[src/rtl/regfile_param.sv]
// Parametrised register file: two combinational read ports, one write port, zero register, sequential clear engine.
// Latency: reads 0 cycles (optional same-cycle write bypass); writes commit at the rising edge.
// Backpressure: none; Busy is high during clearing, and writes presented then are dropped.
module regfile_param #(
  parameter int WIDTH    = 64,
  parameter int DEPTH    = 32,
  parameter int AW       = 5,
  parameter int ZERO_REG = 31,
  parameter int BYPASS   = 1
) (
  input  logic             Clk,
  input  logic             Reset,
  input  logic             Clear,
  input  logic [AW-1:0]    RA,
  input  logic [AW-1:0]    RB,
  input  logic [AW-1:0]    RW,
  input  logic [WIDTH-1:0] BusW,
  input  logic             RegWr,
  output logic [WIDTH-1:0] BusA,
  output logic [WIDTH-1:0] BusB,
  output logic             Busy
);

  typedef enum logic {
    CLEARING = 1'b0,
    READY    = 1'b1
  } state_t;

  // A ZERO_REG outside the array means there is no hardwired-zero register at all.
  localparam bit            ZERO_EN  = (ZERO_REG >= 0) && (ZERO_REG < DEPTH);
  localparam logic [AW-1:0] ZERO_IDX = ZERO_EN ? AW'(ZERO_REG) : '0;
  localparam logic [AW:0]   DEPTH_W  = (AW+1)'(DEPTH);
  localparam logic [AW-1:0] LAST_IDX = AW'(DEPTH - 1);

  state_t           state;
  state_t           state_nxt;
  logic [AW-1:0]    cnt;
  logic [AW-1:0]    cnt_nxt;
  logic [WIDTH-1:0] mem [DEPTH];
  logic             wr_ok;

  // True for an address that maps to a real, writable register.
  function automatic logic addr_live(input logic [AW-1:0] a);
    return ({1'b0, a} < DEPTH_W) && !(ZERO_EN && (a == ZERO_IDX));
  endfunction

  // Read mux shared by both ports: clearing and dead addresses read zero, then bypass, then the array.
  function automatic logic [WIDTH-1:0] rd_port(input logic [AW-1:0] a);
    if ((state == CLEARING) || !addr_live(a)) begin
      return '0;
    end
    if ((BYPASS != 0) && RegWr && !Clear && (RW == a)) begin
      return BusW;
    end
    return mem[a];
  endfunction

  assign Busy  = (state == CLEARING);
  assign wr_ok = (state == READY) && !Clear && RegWr && addr_live(RW);

  // State and clear counter; Reset restarts the clear sweep from register 0.
  always_ff @(posedge Clk) begin
    if (Reset) begin
      state <= CLEARING;
      cnt   <= '0;
    end else begin
      state <= state_nxt;
      cnt   <= cnt_nxt;
    end
  end

  // Next state: sweep cnt up to the last register, and re-enter the sweep on a Clear request.
  always_comb begin
    state_nxt = state;
    cnt_nxt   = cnt;
    case (state)
      CLEARING: begin
        if (cnt == LAST_IDX) begin
          state_nxt = READY;
        end else begin
          cnt_nxt = cnt + AW'(1);
        end
      end
      READY: begin
        if (Clear) begin
          state_nxt = CLEARING;
          cnt_nxt   = '0;
        end
      end
      default: begin
        state_nxt = CLEARING;
        cnt_nxt   = '0;
      end
    endcase
  end

  // Storage: the clear engine zeroes one register per edge; otherwise accept a qualified write.
  always_ff @(posedge Clk) begin
    if (!Reset) begin
      if (state == CLEARING) begin
        mem[cnt] <= '0;
      end else if (wr_ok) begin
        mem[RW] <= BusW;
      end
    end
  end

  // Operand read ports.
  always_comb begin
    BusA = rd_port(RA);
    BusB = rd_port(RB);
  end

endmodule

[config.mk]
export PLATFORM = sky130hd
export DESIGN_NAME = regfile_param
export DESIGN_NICKNAME = d
export VERILOG_FILES = /design/src/rtl/regfile_param.sv
export SDC_FILE = /design/constraint.sdc
export NUM_CORES = 2
export LEC_CHECK = 0
export ABC_CLOCK_PERIOD_IN_PS = 11510
export BUFFER_PORTS_ARGS = -buffer_cell sky130_fd_sc_hd__buf_2
export CELL_PAD_IN_SITES_DETAIL_PLACEMENT = 1
export CELL_PAD_IN_SITES_GLOBAL_PLACEMENT = 2
export CORE_MARGIN = 5
export CORE_UTILIZATION = 25
export DETAILED_ROUTE_END_ITERATION = 12
export HOLD_SLACK_MARGIN = 0.05
export PLACE_DENSITY = 0.43
export SLEW_MARGIN = 25
export SYNTH_ARGS = -nofsm -noshare
export SYNTH_HDL_FRONTEND = slang
export SYNTH_SLANG_ARGS = --single-unit
[constraint.sdc]
create_clock -name Clk -period 11.51 [get_ports Clk]
set_input_delay 0.5755 -clock Clk [delete_from_list [all_inputs] [get_ports Clk]]
set_output_delay 0.5755 -clock Clk [all_outputs]
set_load 0.01 [all_outputs]
Word level (Yosys, flattened, before mapping)
Memory sizes are Yosys's and may differ from the RTL's.
Cells that the tools add are included.
Cells by class
  add/sub/neg operators: 1
  equality and inequality tests: 8
  mux-type cells: 30
  bitwise logic cells: 1
  reductions and logical operators: 12
Operators with widths (count)
  $mux 64: 9
  $reduce_or 64->1: 1
  $eq 5x5->1 const B: 4
  $mux 1: 16
  $mux 5: 3
  $eq 5x5->1: 2
  $pmux 5 s2: 1
  $logic_and 1x1->1: 6
  $add 5x1->5 const B: 1
  $ne 2x2->1 const B: 2
  $logic_not 1->1: 2
  $logic_or 1x1->1: 2
  $pmux 1 s2: 1
  $reduce_and 2->1: 1
  $not 1->1: 1
Word-level totals
  flip-flop bits (word level): 6
  bits in writable memories: 2048
  bits of input ports: 83
  memories: 1
Memory list
  mem: depth 32, width 64, rd ports 2, clocked after Yosys merged registers in 0, wr ports 1, RTL line 39  | logic [WIDTH-1:0] mem [DEPTH];

Depth between registers and ports, before layout
  depth in word-level cells: 10
  depth in mapped cells: 12
  depth with buffers taken out: 8

Worst setup path after synthesis
Ideal clock, no wire load.
  path kind: input-to-reg
  start point: input Reset
  end point: memory mem[21][0], enable pin
  setup time: 0.487 ns
  data arrival time: 4.433 ns
  data required time: 11.023 ns
  setup slack: 6.590 ns
  stages: 7
  path through: clkbuf_1 > nand4bb_1 > clkbuf_1 > nor2_1 > o22ai_1 > nand2_1 > nor2_1
On the way
  cells in the longest elaborated chain, start to end: 4
  elaborated cells on any way between the ends: 7
RTL lines
  from (decl): RTL line 12  | input logic Reset,
  $mux 1: RTL line 99  | if (!Reset) begin
  $mux 1 (implied by the code): RTL line 103  | mem[RW] <= BusW;
  $reduce_or 64->1 (no source line)
  $mux 5 (no source line) or $mux 1 (tied branches)
  to (decl): RTL line 39
Several ways; a longest one is shown, not always the timed one.

Final worst setup path
  start point: input RB[1]
  end point: output BusB[24]
On the way
  cells in the longest elaborated chain, start to end: 6
  elaborated cells on any way between the ends: 11
RTL lines
  from (decl): RTL line 15  | input logic [AW-1:0] RB,
  parallel branches: the longest is 5 deep, another holds $mem_v2 32x64
  $mux 64 (*): RTL line 52  | if ((BYPASS != 0) && RegWr && !Clear && (RW == a)) begin
  to (decl): RTL line 20  | output logic [WIDTH-1:0] BusB,
Mark *: on every way between the ends. The select of a mux whose other input is x is not followed.

==> flow_metrics.env <==
export IMPL_hp_class="input port to flip-flop"
export IMPL_via_per_inst=5.29
export IMPL_fin_nets=5505
export IMPL_ir_drop_mv=0.0964
export IMPL_antenna_left=0
export IMPL_grt_max_degree=85
export IMPL_crit_type="input port to primary output"
export IMPL_max_cap_viol_count=0
export IMPL_slowest_delay_ns=0.91
export IMPL_clock_latency_ns=0.88
export IMPL_tightest_slew_ns=1.12
export IMPL_num_rows=228
export IMPL_utilization_pct=29.2
export IMPL_cts_resized=0
export IMPL_cts_setup_buffers=0
export IMPL_numCtsBuffers=266
export IMPL_setup_violations=0
export IMPL_synthesis_area_um2=96600
export IMPL_synthFlopType="edfxtp_1"
export IMPL_syn_avg_cell_area_um2=18.7
export IMPL_yosys_cell_count_top_type="edfxtp_1"
export IMPL_rsz0062_at_grt="false"
export IMPL_detailed_place_hpwl_mm=240
export IMPL_synth_top_area_share_pct=63.6
export IMPL_design_core_area_um2=385000
export IMPL_cp_common_cell="buf_4"
export IMPL_status="completed"
export IMPL_cts_root_buf="clkbuf_16"
export IMPL_critPathArrivalTime_ns=5.48
export IMPL_post_route_drc_count=0
export IMPL_layout_drive_gt1_share_pct=30.5
export IMPL_grt_total_usage_pct=21.0
export IMPL_finalHoldViolCount=0
export IMPL_finClkSkew_ns=0.0345
export IMPL_fin_ws_ns=5.45
export IMPL_synth_seq_cells=2054
export IMPL_synthArstFlopShare_pct=0
export IMPL_htree_levels=5
export IMPL_cp_end_kind="primary output"
export IMPL_synth_warnings=0
export IMPL_ios=212
export IMPL_cp_buffers_inverters=5
export IMPL_final_setup_tns_ns=0
export IMPL_synth_edf_count=2048
export IMPL_yosysTopAreaCell="edfxtp_1"
export IMPL_slew_viol_final=0
export IMPL_period_share_pct=52.6
export IMPL_grt_remaining_overflow=0
export IMPL_leakage_nw=33.7
export IMPL_clock_path_buffers=4
export IMPL_start_kind="input port"
export IMPL_start_util_pct=25.1
export IMPL_crit_required_ns=10.93
export IMPL_post_place_cells=10325
export IMPL_cp_slowest_cell="buf_4"
export IMPL_fp_dieArea_um2=399000
export IMPL_ys_types=62
export IMPL_pre_cts_ws_ns=5.38
export IMPL_cts_sinks=2054
export IMPL_vias=57076
export IMPL_synthTopCellsByArea="edfxtp_1 (64%), mux4_2 (19%), mux2i_1 (6.1%)"
export IMPL_relSlewSlack_pct=25.2
export IMPL_die_x_um=632
export IMPL_grt_pass1_vias=61496
export IMPL_port_buffers=211
export IMPL_routedWlPerCell_um=39.7
export IMPL_drt_pass1_iter_count=5
export IMPL_layout_cells_non_filler=10799
export IMPL_grt_antenna_before_repair=29
export IMPL_wirelength_mm=429
export IMPL_yosys_top_cells_count="edfxtp_1 (2048), mux4_2 (824), mux2i_1 (592), nand2_1 (183), clkbuf_1 (170)"
export IMPL_worstPathMaxFanout=60
export IMPL_finalWeightedCongestion=0.744
export IMPL_netlist_instances=5173
export IMPL_cts_tree="built"
export IMPL_crit_family="buffers and inverters"
export IMPL_ys_seq_area_share_pct=63.8
export IMPL_fin_crit_ns=6.06
export IMPL_die_y_um=632
export IMPL_p_per_area_nw_per_um2=154
export IMPL_crit_chain="buf_8 -> buf_4 -> buf_4 -> buf_4 -> mux2i_1 -> a221oi_1 -> o21ai_0 -> a31oi_1 -> a32o_1 -> buf_2"
export IMPL_max_freq_mhz=165
export IMPL_dr_first_iter_drc_count=4499
export IMPL_clk_pin_slew_ns=0.05
export IMPL_grt_pass1_wl_mm=576
export IMPL_area_growth_syn_to_layout_pct=16.6
export IMPL_syn_nets=5258
worst reg2reg max path, delay by kind of cell, from the launching register on:
kind,cells,cell delay (ns)
AOI/OAI and AO/OA,2,0.41
buffers and inverters,3,1.99
and+or+nand+nor,4,1.89
DFF,1,0.66
area by class of cell:
class	instances	area, um^2
Clock buffer	335	7150
Multi-Input combinational cell	2692	33300
Timing Repair Buffer	399	2960
Inverter	7	37.5
Antenna cell	8	20.0
Tap cell	5175	6470
Sequential cell	2054	61600
Fill cell	39205	273000
Clock inverter	129	1060
state kept, by name (all words and copies together), names as in the netlist:
signal / count
cnt: 5
state: 1
mem: 2048
metal layers:
metal	global-route usage (%)	vias up	part of all wire, %
met5	0	-	0
met4	4.40	0	2.2
met3	2.46	436	3.7
met2	36.6	1392	50
met1	28.1	32416	44
li1	-	22832	-
worst paths after layout:
path | endpoint | startpoint | depth (start not counted) | slack, ns
setup / recovery | BusB[24] | RB[1] | 10 | 5.45
hold / removal | cnt[2] | Clear | 3 | 0.15
setup reg to reg | mem[22][26] | state | 9 | 6.08
hold reg to reg | cnt[3] | cnt[3] | 2 | 0.59
layout by cell type (no fill, tap or decap), types with 8 or more instances in the layout:
cell type	count
nor2_4	43
a221oi_1	26
bufinv_16	15
inv_6	8
clkbuf_1	58
mux4_1	15
a21oi_1	114
a211oi_1	82
diode_2	8
nand2b_1	12
o21ai_0	116
buf_12	25
buf_8	8
o211ai_1	11
buf_2	201
nand3_1	31
clkinv_2	34
clkinv_1	60
mux4_2	824
buf_6	9
mux2_2	20
buf_4	152
a32o_1	80
nand2_1	181
clkbuf_16	277
and2_2	61
a31oi_1	9
o221ai_1	76
edfxtp_1	2048
mux2i_1	592
o22ai_1	100
a32oi_1	38
a22oi_1	89
nor3_1	16
nor2_1	54
cell families (layout without fill, tap and decap cells):
group | after synthesis | count (layout) | share of synthesized area [%]
AO/OA/AOI/OAI | 785 | 785 | 5.78
adder cells (fa/ha/maj) | 2 | 2 | 0.0259
buffers and inverters | 427 | 870 | 2.26
multiplexers | 1451 | 1451 | 26.0
AND/OR/NAND/NOR | 444 | 444 | 2.10
flip-flops | 2054 | 2054 | 63.8
other | 0 | 8 | 0
XOR/XNOR | 10 | 10 | 0.0906
per-stage QoR:
step / power [mW] / area (um^2) / hold WS, ns
CTS: 17.6 / 113000 / 0.0646
global route: 17.9 / 113000 / 0.149
floorplan: 8.97 / 96600 / 0.486
finish: 17.4 / 113000 / 0.148
detailed placement: 9.44 / 104000 / 0.579
global placement: 9.44 / 104000 / 0.571
repair_timing:
action	CTS	global route
endpoints found under the hold margin	6	0
hold buffers	1	0
endpoints found under the setup margin	0	0
power by group:
part           leakage (nW)  switching [mW]  internal [mW]
sequential             16.9          0.0188           8.15
combinational          12.9           0.724          0.367
clock                  4.00            3.37           4.72
total                  33.7            4.11           13.2
Note: power is estimated with default switching activity, not from simulation.
